**src/rtl/e_mdu_iter_pkg.sv**
```systemverilog
// e_mdu_iter_pkg: shared definitions for the E-stage multiply/divide unit.
//   MDU_* op codes are shared with the decoder and the hazard unit.
//   mdu_state_e is the MDU sequencing FSM encoding.
// Optional feature macro: MDU_MADD_EN (madd/maddu/msub/msubu codes).
package e_mdu_iter_pkg;

  localparam logic [3:0] MDU_NOP   = 4'h0;
  localparam logic [3:0] MDU_MULT  = 4'h1;
  localparam logic [3:0] MDU_MULTU = 4'h2;
  localparam logic [3:0] MDU_DIV   = 4'h3;
  localparam logic [3:0] MDU_DIVU  = 4'h4;
  localparam logic [3:0] MDU_MTHI  = 4'h5;
  localparam logic [3:0] MDU_MTLO  = 4'h6;
  localparam logic [3:0] MDU_MFHI  = 4'h7;
  localparam logic [3:0] MDU_MFLO  = 4'h8;
  localparam logic [3:0] MDU_MADD  = 4'h9;
  localparam logic [3:0] MDU_MADDU = 4'hA;
  localparam logic [3:0] MDU_MSUB  = 4'hB;
  localparam logic [3:0] MDU_MSUBU = 4'hC;

  typedef enum logic [1:0] {
    S_IDLE = 2'd0,
    S_MUL  = 2'd1,
    S_DIV  = 2'd2,
    S_FIX  = 2'd3
  } mdu_state_e;

endpackage

```
**src/rtl/e_mdu_iter_div_core.sv**
```systemverilog
// e_mdu_div_core: unsigned WIDTH-bit restoring divider, one quotient bit per cycle.
//   clk, reset : rising-edge clock, synchronous active-high reset
//   load       : capture dividend/divisor and start WIDTH iterations
//   dividend   : unsigned dividend
//   divisor    : unsigned divisor (zero gives quo=all-ones, rem=dividend)
//   done       : no iteration pending; quo/rem hold the last result
//   quo, rem   : quotient and remainder
module e_mdu_div_core #(
  parameter int unsigned WIDTH = 32
) (
  input  logic             clk,
  input  logic             reset,
  input  logic             load,
  input  logic [WIDTH-1:0] dividend,
  input  logic [WIDTH-1:0] divisor,
  output logic             done,
  output logic [WIDTH-1:0] quo,
  output logic [WIDTH-1:0] rem
);

  localparam int unsigned CNT_W = $clog2(WIDTH + 1);

  logic [WIDTH-1:0] rem_q, rem_d;
  logic [WIDTH-1:0] quo_q, quo_d;
  logic [WIDTH-1:0] dvs_q, dvs_d;
  logic [CNT_W-1:0] cnt_q, cnt_d;
  logic [WIDTH:0]   shifted;
  logic [WIDTH:0]   trial;

  // Quotient register doubles as the dividend shift register: its MSB feeds
  // the partial remainder while quotient bits enter at the LSB.
  always_comb begin
    shifted = {rem_q, quo_q[WIDTH-1]};
    trial   = shifted - {1'b0, dvs_q};
    rem_d   = rem_q;
    quo_d   = quo_q;
    dvs_d   = dvs_q;
    cnt_d   = cnt_q;
    if (load) begin
      rem_d = '0;
      quo_d = dividend;
      dvs_d = divisor;
      cnt_d = CNT_W'(WIDTH);
    end else if (cnt_q != '0) begin
      if (!trial[WIDTH]) begin
        rem_d = trial[WIDTH-1:0];
        quo_d = {quo_q[WIDTH-2:0], 1'b1};
      end else begin
        rem_d = shifted[WIDTH-1:0];
        quo_d = {quo_q[WIDTH-2:0], 1'b0};
      end
      cnt_d = cnt_q - CNT_W'(1);
    end
  end

  always_ff @(posedge clk) begin
    if (reset) begin
      rem_q <= '0;
      quo_q <= '0;
      dvs_q <= '0;
      cnt_q <= '0;
    end else begin
      rem_q <= rem_d;
      quo_q <= quo_d;
      dvs_q <= dvs_d;
      cnt_q <= cnt_d;
    end
  end

  assign done = (cnt_q == '0);
  assign quo  = quo_q;
  assign rem  = rem_q;

endmodule

```
**src/rtl/e_mdu_iter.sv**
```systemverilog
// e_mdu_iter: E-stage multiply/divide unit with HI/LO registers.
//   clk, reset : rising-edge clock, synchronous active-high reset
//   start      : E-stage MDU instruction valid (ignored while busy)
//   mdu_op     : MDU_* op code
//   A, B       : rs / rt operands
//   busy       : multi-cycle operation in flight
//   hi, lo     : HI/LO registers
// Multiply: MUL_CYCLES busy cycles. Divide: WIDTH iterations plus one sign-fix cycle.
// Optional feature macro: MDU_MADD_EN enables madd/maddu/msub/msubu;
// without it those codes are no-ops.
module e_mdu_iter
  import e_mdu_iter_pkg::*;
#(
  parameter int unsigned WIDTH      = 32,
  parameter int unsigned MUL_CYCLES = 5
) (
  input  logic             clk,
  input  logic             reset,
  input  logic             start,
  input  logic [3:0]       mdu_op,
  input  logic [WIDTH-1:0] A,
  input  logic [WIDTH-1:0] B,
  output logic             busy,
  output logic [WIDTH-1:0] hi,
  output logic [WIDTH-1:0] lo
);

  localparam int unsigned CNT_MAX = (WIDTH > MUL_CYCLES) ? WIDTH : MUL_CYCLES;
  localparam int unsigned CNT_W   = $clog2(CNT_MAX) + 1;

  mdu_state_e         state_q, state_d;
  logic [CNT_W-1:0]   cnt_q, cnt_d;
  logic [WIDTH-1:0]   op_a_q, op_a_d;
  logic [WIDTH-1:0]   op_b_q, op_b_d;
  logic               mul_sgn_q, mul_sgn_d;
  logic               quo_neg_q, quo_neg_d;
  logic               rem_neg_q, rem_neg_d;
  logic [WIDTH-1:0]   hi_q, hi_d;
  logic [WIDTH-1:0]   lo_q, lo_d;
`ifdef MDU_MADD_EN
  logic [2*WIDTH-1:0] acc_q, acc_d;
  logic               acc_en_q, acc_en_d;
  logic               acc_sub_q, acc_sub_d;
`endif

  logic               a_neg, b_neg;
  logic [WIDTH-1:0]   a_abs, b_abs;
  logic [2*WIDTH-1:0] ext_a, ext_b, prod, mul_res;
  logic               div_load, div_done;
  logic [WIDTH-1:0]   div_quo, div_rem;

  // Only signed divide strips signs; divu passes operands through.
  assign a_neg = (mdu_op == MDU_DIV) & A[WIDTH-1];
  assign b_neg = (mdu_op == MDU_DIV) & B[WIDTH-1];
  assign a_abs = a_neg ? -A : A;
  assign b_abs = b_neg ? -B : B;

  assign ext_a = mul_sgn_q ? {{WIDTH{op_a_q[WIDTH-1]}}, op_a_q} : {{WIDTH{1'b0}}, op_a_q};
  assign ext_b = mul_sgn_q ? {{WIDTH{op_b_q[WIDTH-1]}}, op_b_q} : {{WIDTH{1'b0}}, op_b_q};
  assign prod  = ext_a * ext_b;

`ifdef MDU_MADD_EN
  assign mul_res = !acc_en_q ? prod : (acc_sub_q ? acc_q - prod : acc_q + prod);
`else
  assign mul_res = prod;
`endif

  e_mdu_div_core #(
    .WIDTH(WIDTH)
  ) u_div_core (
    .clk      (clk),
    .reset    (reset),
    .load     (div_load),
    .dividend (a_abs),
    .divisor  (b_abs),
    .done     (div_done),
    .quo      (div_quo),
    .rem      (div_rem)
  );

  always_comb begin
    state_d   = state_q;
    cnt_d     = cnt_q;
    op_a_d    = op_a_q;
    op_b_d    = op_b_q;
    mul_sgn_d = mul_sgn_q;
    quo_neg_d = quo_neg_q;
    rem_neg_d = rem_neg_q;
    hi_d      = hi_q;
    lo_d      = lo_q;
    div_load  = 1'b0;
`ifdef MDU_MADD_EN
    acc_d     = acc_q;
    acc_en_d  = acc_en_q;
    acc_sub_d = acc_sub_q;
`endif
    case (state_q)
      S_IDLE: begin
        if (start) begin
          case (mdu_op)
            MDU_MULT, MDU_MULTU: begin
              state_d   = S_MUL;
              cnt_d     = CNT_W'(MUL_CYCLES - 1);
              op_a_d    = A;
              op_b_d    = B;
              mul_sgn_d = (mdu_op == MDU_MULT);
`ifdef MDU_MADD_EN
              acc_en_d  = 1'b0;
`endif
            end
`ifdef MDU_MADD_EN
            MDU_MADD, MDU_MADDU, MDU_MSUB, MDU_MSUBU: begin
              state_d   = S_MUL;
              cnt_d     = CNT_W'(MUL_CYCLES - 1);
              op_a_d    = A;
              op_b_d    = B;
              mul_sgn_d = (mdu_op == MDU_MADD) || (mdu_op == MDU_MSUB);
              acc_en_d  = 1'b1;
              acc_sub_d = (mdu_op == MDU_MSUB) || (mdu_op == MDU_MSUBU);
              acc_d     = {hi_q, lo_q};
            end
`endif
            MDU_DIV, MDU_DIVU: begin
              state_d   = S_DIV;
              cnt_d     = CNT_W'(WIDTH - 1);
              op_a_d    = a_abs;
              op_b_d    = b_abs;
              quo_neg_d = a_neg ^ b_neg;
              rem_neg_d = a_neg;
              div_load  = 1'b1;
            end
            MDU_MTHI: hi_d = A;
            MDU_MTLO: lo_d = A;
            default: ;
          endcase
        end
      end
      S_MUL: begin
        if (cnt_q == '0) begin
          {hi_d, lo_d} = mul_res;
          state_d      = S_IDLE;
        end else begin
          cnt_d = cnt_q - CNT_W'(1);
        end
      end
      S_DIV: begin
        if (cnt_q == '0) begin
          state_d = S_FIX;
        end else begin
          cnt_d = cnt_q - CNT_W'(1);
        end
      end
      S_FIX: begin
        // Divide by zero forces an all-ones quotient regardless of sign;
        // MIN/-1 needs no special case since -(2^(W-1)) wraps back to MIN.
        if (div_done) begin
          lo_d    = (op_b_q == '0) ? '1 : (quo_neg_q ? -div_quo : div_quo);
          hi_d    = rem_neg_q ? -div_rem : div_rem;
          state_d = S_IDLE;
        end
      end
      default: state_d = S_IDLE;
    endcase
  end

  always_ff @(posedge clk) begin
    if (reset) begin
      state_q   <= S_IDLE;
      cnt_q     <= '0;
      op_a_q    <= '0;
      op_b_q    <= '0;
      mul_sgn_q <= 1'b0;
      quo_neg_q <= 1'b0;
      rem_neg_q <= 1'b0;
      hi_q      <= '0;
      lo_q      <= '0;
`ifdef MDU_MADD_EN
      acc_q     <= '0;
      acc_en_q  <= 1'b0;
      acc_sub_q <= 1'b0;
`endif
    end else begin
      state_q   <= state_d;
      cnt_q     <= cnt_d;
      op_a_q    <= op_a_d;
      op_b_q    <= op_b_d;
      mul_sgn_q <= mul_sgn_d;
      quo_neg_q <= quo_neg_d;
      rem_neg_q <= rem_neg_d;
      hi_q      <= hi_d;
      lo_q      <= lo_d;
`ifdef MDU_MADD_EN
      acc_q     <= acc_d;
      acc_en_q  <= acc_en_d;
      acc_sub_q <= acc_sub_d;
`endif
    end
  end

  assign busy = (state_q != S_IDLE);
  assign hi   = hi_q;
  assign lo   = lo_q;

endmodule
```
**config.mk**
```make
export PLATFORM = sky130hd
export DESIGN_NAME = e_mdu_iter
export DESIGN_NICKNAME = d
export VERILOG_FILES = /design/src/rtl/e_mdu_iter_pkg.sv /design/src/rtl/e_mdu_iter_div_core.sv /design/src/rtl/e_mdu_iter.sv
export SDC_FILE = /design/constraint.sdc
export NUM_CORES = 2
export LEC_CHECK = 0
export CELL_PAD_IN_SITES_DETAIL_PLACEMENT = 1
export CELL_PAD_IN_SITES_GLOBAL_PLACEMENT = 1
export CORE_AREA = 2 2 357 359
export CTS_BUF_LIST = sky130_fd_sc_hd__clkbuf_4
export CTS_CLUSTER_DIAMETER = 100
export DETAILED_ROUTE_END_ITERATION = 10
export DIE_AREA = 0 0 359 361
export PLACE_DENSITY_LB_ADDON = 0.1
export SYNTH_ARGS = -nofsm -noshare
export SYNTH_HDL_FRONTEND = slang
export SYNTH_SLANG_ARGS = --single-unit
```
**constraint.sdc**
```tcl
create_clock -name clk -period 11.06 [get_ports clk]
set_clock_uncertainty 0.05 [all_clocks]
set_input_delay 3.318 -clock clk [delete_from_list [all_inputs] [get_ports clk]]
set_output_delay 3.318 -clock clk [all_outputs]
set_load 0.03 [all_outputs]
```
Yosys cells after proc, flatten, opt, wreduce, memory -nomap -nowiden. Index checks and enable logic that the tools add are counted.

Register bits: 241. Input port bits: 71. Output and inout bits: 65. Logic and storage cells: 101.

Eq/ne operators: 17. Reduce and logical (&&, ||, !) cells: 21. Muxes and demuxes: 38. Bitwise gates (word level): 3. Add/sub/neg operators: 7. Multiply operators: 1.

Operators with widths (number): $mux W32 (16); $pmux W32 S3 (2); $mux W64 (2); $neg A32 Y32 (4); $pmux W32 S2 (2); $mul A64 B64 Y64 (1); $sub A33 B32 Y33 (1); $logic_not A32 Y1 (1); $mux W6 (4); $pmux W6 S2 (2); $reduce_and A5 Y1 (3); $eq A4 B3 Y1 const B (3); $logic_not A6 Y1 (2); $sub A6 B1 Y6 const B (2); $ne A2 B2 Y1 const B (5); $reduce_and A3 Y1 (3); $eq A4 B2 Y1 const B (2); $mux W2 (4); $pmux W2 S4 (1); $reduce_bool A2 Y1 (4); $reduce_or A2 Y1 (4); $reduce_bool A6 Y1 (1); $eq A2 B2 Y1 const B (2); $eq A4 B1 Y1 const B (1); 10 further kinds (15).

Depth between registers and ports, before layout.
Depth after elaboration: 6. Depth in mapped cells: 35. Mapped depth without buffers: 32.

Modules after synthesis. Synthesis repeated with hierarchy kept, for this count alone.

Cells, all modules: 7183. Area, all modules: 63151.8 µm².

Modules (own cells, without submodules): e_mdu_iter (cells an instance 6398, sequential area each 2782.7 µm², area an instance 57097.3 µm², instances 1); e_mdu_div_core (cells an instance 785, sequential area each 2042.0 µm², area an instance 6054.6 µm², instances 1).

Worst setup path after synthesis. OpenSTA, ideal clock, no wires.

Path kind: register to register. From: register op_a_q[31]. To: register hi_q[29] (netlist: hi[29]). Cell stages (with the launch flop): 34. Required time: 10.885 ns. Path slack: 1.916 ns. Period minus slack after synthesis: 9.144 ns. Setup time: 0.125 ns. Data arrival time: 8.969 ns. Path buffers: 3. Path through: dfxtp_1 > and2_1 > clkbuf_1 > clkbuf_1 > nand2_1 > inv_1 > fa_1 > inv_1 > fa_1 > inv_1 > fa_1 > inv_1 > fa_1 > inv_1 > fa_1 > fa_1 > fa_1 > fa_1 > fa_1 > inv_1 > fa_1 > inv_1 > ha_1 > clkbuf_1 > a21o_1 > a21o_1 > a21o_1 > a21o_1 > a21o_1 > a21o_1 > a21oi_1 > o21ai_0 > a21oi_1 > o31ai_1.

Longest elaborated chain between the ends: 4.

RTL lines: start, declared (line e_mdu_iter.sv:33) `logic [WIDTH-1:0] op_a_q, op_a_d;`; start signal, assigned (line e_mdu_iter.sv:185) `op_a_q <= op_a_d;`; $mux W64 (line e_mdu_iter.sv:58) `assign ext_a = mul_sgn_q ? {{WIDTH{op_a_q[WIDTH-1]}}, op_a_q} : {{WIDTH{1'b0}}, op_a_q};`; $mul A64 B64 Y64 (line e_mdu_iter.sv:60) `assign prod = ext_a * ext_b;`; $mux W32 (line e_mdu_iter.sv:139) `if (cnt_q == '0) begin`; $pmux W32 S3 (line e_mdu_iter.sv:97) `case (state_q)`; end signal, assigned (line e_mdu_iter.sv:190) `hi_q <= hi_d;`; end, declared (line e_mdu_iter.sv:38) `logic [WIDTH-1:0] hi_q, hi_d;`.

Every way passes these cells. The select of a mux whose other input is x is not followed. A chain may end at the register's enable or synchronous reset.

Worst setup path in the final report.
From: register op_b_q[13]. To: register hi_q[8] (netlist: hi[8]).

Longest elaborated chain between the ends: 4.

RTL lines: start, declared (line e_mdu_iter.sv:34) `logic [WIDTH-1:0] op_b_q, op_b_d;`; start signal, assigned (line e_mdu_iter.sv:186) `op_b_q <= op_b_d;`; $mux W64 (line e_mdu_iter.sv:59) `assign ext_b = mul_sgn_q ? {{WIDTH{op_b_q[WIDTH-1]}}, op_b_q} : {{WIDTH{1'b0}}, op_b_q};`; $mul A64 B64 Y64 (line e_mdu_iter.sv:60); $mux W32 (line e_mdu_iter.sv:139); $pmux W32 S3 (line e_mdu_iter.sv:97).

Every way passes these cells. The select of a mux whose other input is x is not followed.

==> flow_metrics.tcl <==
set metrics [dict create \
    pin_count 136 \
    netlist_instances 7051 \
    h-tree-depth 3 \
    synthTopCellsByArea "fa_1 (45%), inv_1 (9.5%), dfxtp_1 (7.7%)" \
    grt_max_degree 80 \
    hold_buffers 0 \
    slew_headroom 0.05264 \
    whs_ns 0.4143 \
    setup_viol 0 \
    insertion_delay_ns 0.98 \
    power.leakage_nw 32.90 \
    ys_seq_area_frac 0.07703 \
    total_power_mw 5.905 \
    grt_usage 0.3419 \
    hold_viol 0 \
    final_util 0.5323 \
    crit-reg2reg-launch "op_b_q[13]$_SDFFE_PP0P_" \
    ys.flop_type "dfxtp_1" \
    layout.area.seq_um2 4826 \
    rsz0062_at_grt "false" \
    grt-ovfl-total 0 \
    crit_buf_inv 6 \
    dp_hpwl_um 184400 \
    cts_buffers 78 \
    worstHoldStart "u_div_core.dvs_q[0]$_SDFFE_PP0P_" \
    end_kind "register" \
    initial_utilization 0.4994 \
    async_flop_share 0 \
    drv_cap 0 \
    start_kind "register" \
    crit_path_frequent_cell "fa_1" \
    dieArea_um2 129600 \
    netlist.area_leader.share 0.4539 \
    first_pass_iters 5 \
    timing.fmax_mhz 95.81 \
    clk_pin_slew_ns 0.07 \
    r2r_end "hi[8]$_SDFFE_PP0P_" \
    final_antenna_net_count 0 \
    min_path_cells 2 \
    final_common_cell "inv_1" \
    post-route-period-util 0.9437 \
    dp_worst_setup_slack_ns 0.7057 \
    critPathRequiredTime_ns 11.77 \
    hold_end "u_div_core.dvs_q[0]$_SDFFE_PP0P_" \
    critPathSlowestCell "dfxtp_1" \
    layout_min_cycle_time_ns 10.44 \
    worstSetupStartpoint "op_b_q[13]$_SDFFE_PP0P_" \
    drive_gt1_frac 0.04431 \
    grt_pass1_vias 54910 \
    num_vias 48950 \
    syn_area_per_cell_um2 8.883 \
    ctsRootBufferMaster "clkbuf_4" \
    hp-class "reg -> reg" \
    slowest_delay_ns 1.27 \
    die_h_um 361 \
    p_per_area_nw_per_um2 88.46 \
    drt-met1-wl_um 94970 \
    clockBufferDepth 3 \
    status "finished clean" \
    area_growth_pct 6.576 \
    grt_pass1_wl_um 335800 \
    layout_common_cells "inv_1 (1,579), fa_1 (1,420), nand2_1 (747)" \
    cp_max_fo 24 \
    synth_top_cell_by_area "fa_1" \
    synth.ff_latch_count 241 \
    timing.final.ws_setup_ns 0.6224 \
    viasPerCell 5.614 \
    vdd_drop_max_uv 176.0 \
    fin_tns_setup_ns 0 \
    crit_family "adder cells" \
    synth_nets 8893 \
    synth_area_um2 62630 \
    synth_edf_count 0 \
    arrival_ns 11.15 \
    final_max_slew_viol_count 0 \
    ff2ff_path_depth 28 \
    die_w_um 359 \
    place_congestion 0.9342 \
    wl_per_cell_um 24.71 \
    ys_warn_count 0 \
    cts_tree "done" \
    crit_type "reg -> reg" \
    wl_um 215500 \
    design.core.area_um2 125400 \
    drt_first_iter_violations 3289 \
    routed-wl-met3_um 16250 \
    dr_wl_met2_um 96630 \
    rows 130 \
    cts_resized 0 \
    remaining_drc_errors 0 \
    antenna_found_initial 7 \
    fillers 14600 \
    ys_types 73 \
    clock-sinks 241 \
    multi_input_area_um2 50460 \
    post-cts-setup-buffers 0 \
    io_buffers 135 \
    final_nets 8857 \
    top_layer "met5" \
    tightest_slew_ns 1.419 \
    r2r_slack_ns 0.62 \
]
## cell type report
type / instances / area share
repair buffers: 282 / 0.03736
clock inverters: 24 / 0.002624
flip-flops and latches: 241 / 0.07230
clock buffers: 105 / 0.01181
inverters: 1580 / 0.08885
multi-input cells: 4832 / 0.7560
well taps: 1650 / 0.03093
diodes: 5 / 0.0001874
## worst min-delay path, stage by stage (launching register included)
cell and delay (ns):
dfxtp_1 0.32, nand2_1 0.05, a21oi_1 0.05
## report_power, final
part	internal, mW	switching, mW	leakage, nW
combinational	1.26	2.31	30.4
clock	0.488	0.496	0.569
sequential	1.04	0.317	1.96
total	2.79	3.12	32.9
## metal layers
| metal | vias up | GRT usage |
|---|---|---|
| met3 | 297 | 0.05671 |
| met1 | 25690 | 0.4846 |
| li1 | 21300 | - |
| met5 | - | 0 |
| met2 | 1665 | 0.5376 |
| met4 | 2 | 0.1088 |
## through the flow
stage	instances	cell area (um2)
global placement	8585	65770
finish	8719	66750
detailed placement	8585	65770
CTS	8714	66730
global route	8718	66750
floorplan	7051	62630
## worst max-delay path by stage
stage	slack, ns	depth (start not counted)	end
floorplan	1.92	33	hi[29]$_SDFFE_PP0P_
global placement	0.96	28	hi[31]$_SDFFE_PP0P_
detailed placement	0.71	28	hi[28]$_SDFFE_PP0P_
CTS	0.68	28	hi[28]$_SDFFE_PP0P_
global route	0.22	28	hi[26]$_SDFFE_PP0P_
finish	0.62	28	hi[8]$_SDFFE_PP0P_
## cell usage after synthesis (16+ instances only)
cell type / instances
o21ai_0: 132
a311oi_1: 44
mux2i_1: 21
nand2b_1: 22
nand3_1: 34
a21oi_1: 157
a221oi_1: 43
nor3_1: 69
nor4_1: 20
o21a_1: 17
o41ai_1: 19
nor2_1: 352
a211oi_1: 157
dfxtp_1: 241
nand2_1: 749
buf_1: 17
and3_1: 46
inv_1: 1579
a21o_1: 64
o22ai_1: 17
xor2_1: 78
ha_1: 351
o31ai_1: 31
nand4_1: 23
fa_1: 1420
xnor2_1: 180
or3_1: 16
clkbuf_1: 378
and2_1: 582
a31oi_1: 23
## flip-flops by register name, summed over array words and instances (netlist names)
signal,count
cnt_q,6
hi,32
lo,32
mul_sgn_q,1
op_a_q,32
op_b_q,32
quo_neg_q,1
rem_neg_q,1
state_q,2
u_div_core.cnt_q,6
u_div_core.dvs_q,32
u_div_core.quo,32
u_div_core.rem,32
## cell families after synthesis
| logic type | share of synthesized area |
|---|---|
| xor+xnor | 0.03608 |
| fa+ha+maj | 0.5246 |
| flops | 0.07703 |
| buf+inv | 0.1186 |
| compound gates | 0.08794 |
| mux | 0.003895 |
| simple gates | 0.1518 |
No activity file was read; power rests on OpenSTA's default activity.
==> RTL change: new RTL, same flow settings <==
The 4 states of `mdu_state_e` get a one-hot encoding in 4 bits.
--- a/src/rtl/e_mdu_iter_pkg.sv
+++ b/src/rtl/e_mdu_iter_pkg.sv
@@ -18,11 +18,11 @@
   localparam logic [3:0] MDU_MSUB  = 4'hB;
   localparam logic [3:0] MDU_MSUBU = 4'hC;
 
-  typedef enum logic [1:0] {
-    S_IDLE = 2'd0,
-    S_MUL  = 2'd1,
-    S_DIV  = 2'd2,
-    S_FIX  = 2'd3
+  typedef enum logic [3:0] {
+    S_IDLE = 4'b0001,
+    S_MUL  = 4'b0010,
+    S_DIV  = 4'b0100,
+    S_FIX  = 4'b1000
   } mdu_state_e;
 
 endpackage
Function: same outputs for any inputs over 4 cycles, from zero or initial values and one cycle with reset high; so few cycles prove little.
==> RTL change against the unedited design <==
- synthesized cell count up 0.75%
- worst setup slack improved by 0.060 ns
- first-iteration DRC count rose by 2.9%
- sequential share of layout area about the same
- highest routed layer is now met4
- sequential cell count up 2
- critical path depth shrank 3
- area after synthesis is 0.81% higher
- largest cell class unchanged
- count of clock-buffer cells in the layout is 4 lower
- wire length rose by 2.4%
- power shrank 25%
- cell area up 0.51%
==> RTL change: results <==
[clocking]
cts_setup_buffers = 0
cts-root-buf = "clkbuf_4"
cts.clk_slew.worst_paths_ns = 0.07
cts_made_buffers = 75
insertion_delay_ns = 0.95

[yosys]
synth_common_cells = "inv_1 (1,595), fa_1 (1,420), nand2_1 (761)"
async_flop_share_pct = 0
synth-xor-area-share_pct = 3.41
ys_types = 77
synth.avg_cell_area_sq_um = 8.89
synth_compound_area_share_pct = 8.88
synth-adder-area-share_pct = 52.0
yosysSeqAreaShare_pct = 7.70
yosys-top-cells-area = "fa_1 (45%), inv_1 (9.5%), dfxtp_1 (7.7%)"
muxShareOfSynthArea_pct = 0.650

[run_status]
status = "completed"

[power]
p_leak_uw = 0.0328
ir_drop_mv = 0.397
intPower_uw = 2270

[routing]
dr_wl_met2_um = 97800
wire_per_inst_um = 25.1
wl_met3_um = 18700
top_layer = "met4"
met1_length_um = 96400
drt_iter0_drc = 3383

[placed_design]
post-place-ws_ns = 0.843
dp_cells = 8636
dpl_cell_area_sq_mm = 0.0661
hpwl_um = 188000

[finish]
layout-drive-gt1-share_pct = 4.42
nets = 8901
fillers = 14700
layout.cells.non_filler = 8777

[worst_hold_path]
min_to = "u_div_core.dvs_q[31]$_SDFFE_PP0P_"
worstHoldStart = "u_div_core.dvs_q[31]$_SDFFE_PP0P_"

[global_route]
grt.met1_usage_pct = 50.1
antenna_found_initial = 6
grt_pass1_vias = 55400
grt_max_degree = 79
grt_util_all_layers_pct = 35.1
globalRouteMet2Util_pct = 54.3
use_met3_pct = 6.46

[timing]
tightest_slew_ns = 1.27
whs_ns = 0.403

[critical_path]
ff2ff_setup_slack_ns = 0.68
reg2reg_depth = 25
cp_max_fo = 21
regToRegEndpoint = "hi[31]$_SDFFE_PP0P_"
cp.arrival_ns = 11.17
## RTL change: changes by cell type in the layout (fill, tap and decap cells not counted), sizes merged, moves of 17 or more
cell,change
nor2,-51
o21ai,+28
mux2i,+20
a211oi,-31
inv,+17
o221ai,+23
a21oi,+23
## RTL change: final cells by class
class                           instances  area [sq um]  area share [%]
Antenna cell                            4          10.0          0.0149
Clock buffer                          101           758            1.13
Clock inverter                         36           203           0.302
Inverter                             1595          5990            8.92
Multi-Input combinational cell       4862         50700            75.6
Sequential cell                       243          4860            7.25
Tap cell                             1650          2060            3.08
Timing Repair Buffer                  286          2490            3.71
## RTL change: power by group through the flow
stage          registers (uW)  clock network, uW  logic (uW)
6_report                 1120                975        2350
5_1_grt                  1130               1040        2550
3_3_place_gp             1130                  0        2260
4_1_cts                  1120                998        2330
2_1_floorplan            1060                  0        1610
3_5_place_dp             1140                  0        2310
## RTL change: worst max path at each step
stage | depth (start not counted) | slack [ns] | startpoint | to
final | 25 | 0.68 | op_b_q[13]$_SDFFE_PP0P_ | hi[31]$_SDFFE_PP0P_
after floorplan | 32 | 1.75 | op_a_q[31]$_SDFFE_PP0P_ | hi[25]$_SDFFE_PP0P_
after CTS | 32 | 0.72 | mul_sgn_q$_SDFFE_PP0P_ | hi[25]$_SDFFE_PP0P_
after global placement | 25 | 1.05 | op_b_q[13]$_SDFFE_PP0P_ | hi[31]$_SDFFE_PP0P_
after detailed placement | 32 | 0.84 | mul_sgn_q$_SDFFE_PP0P_ | hi[25]$_SDFFE_PP0P_
after global routing | 32 | 0.25 | mul_sgn_q$_SDFFE_PP0P_ | hi[25]$_SDFFE_PP0P_
## RTL change: critical path, delay by kind of cell (launching register included)
family          cells  cell delay [ns]
flops               1             1.05
compound gates      4             1.26
simple gates        4             0.83
fa+ha+maj          11             6.33
buf+inv             6             0.76
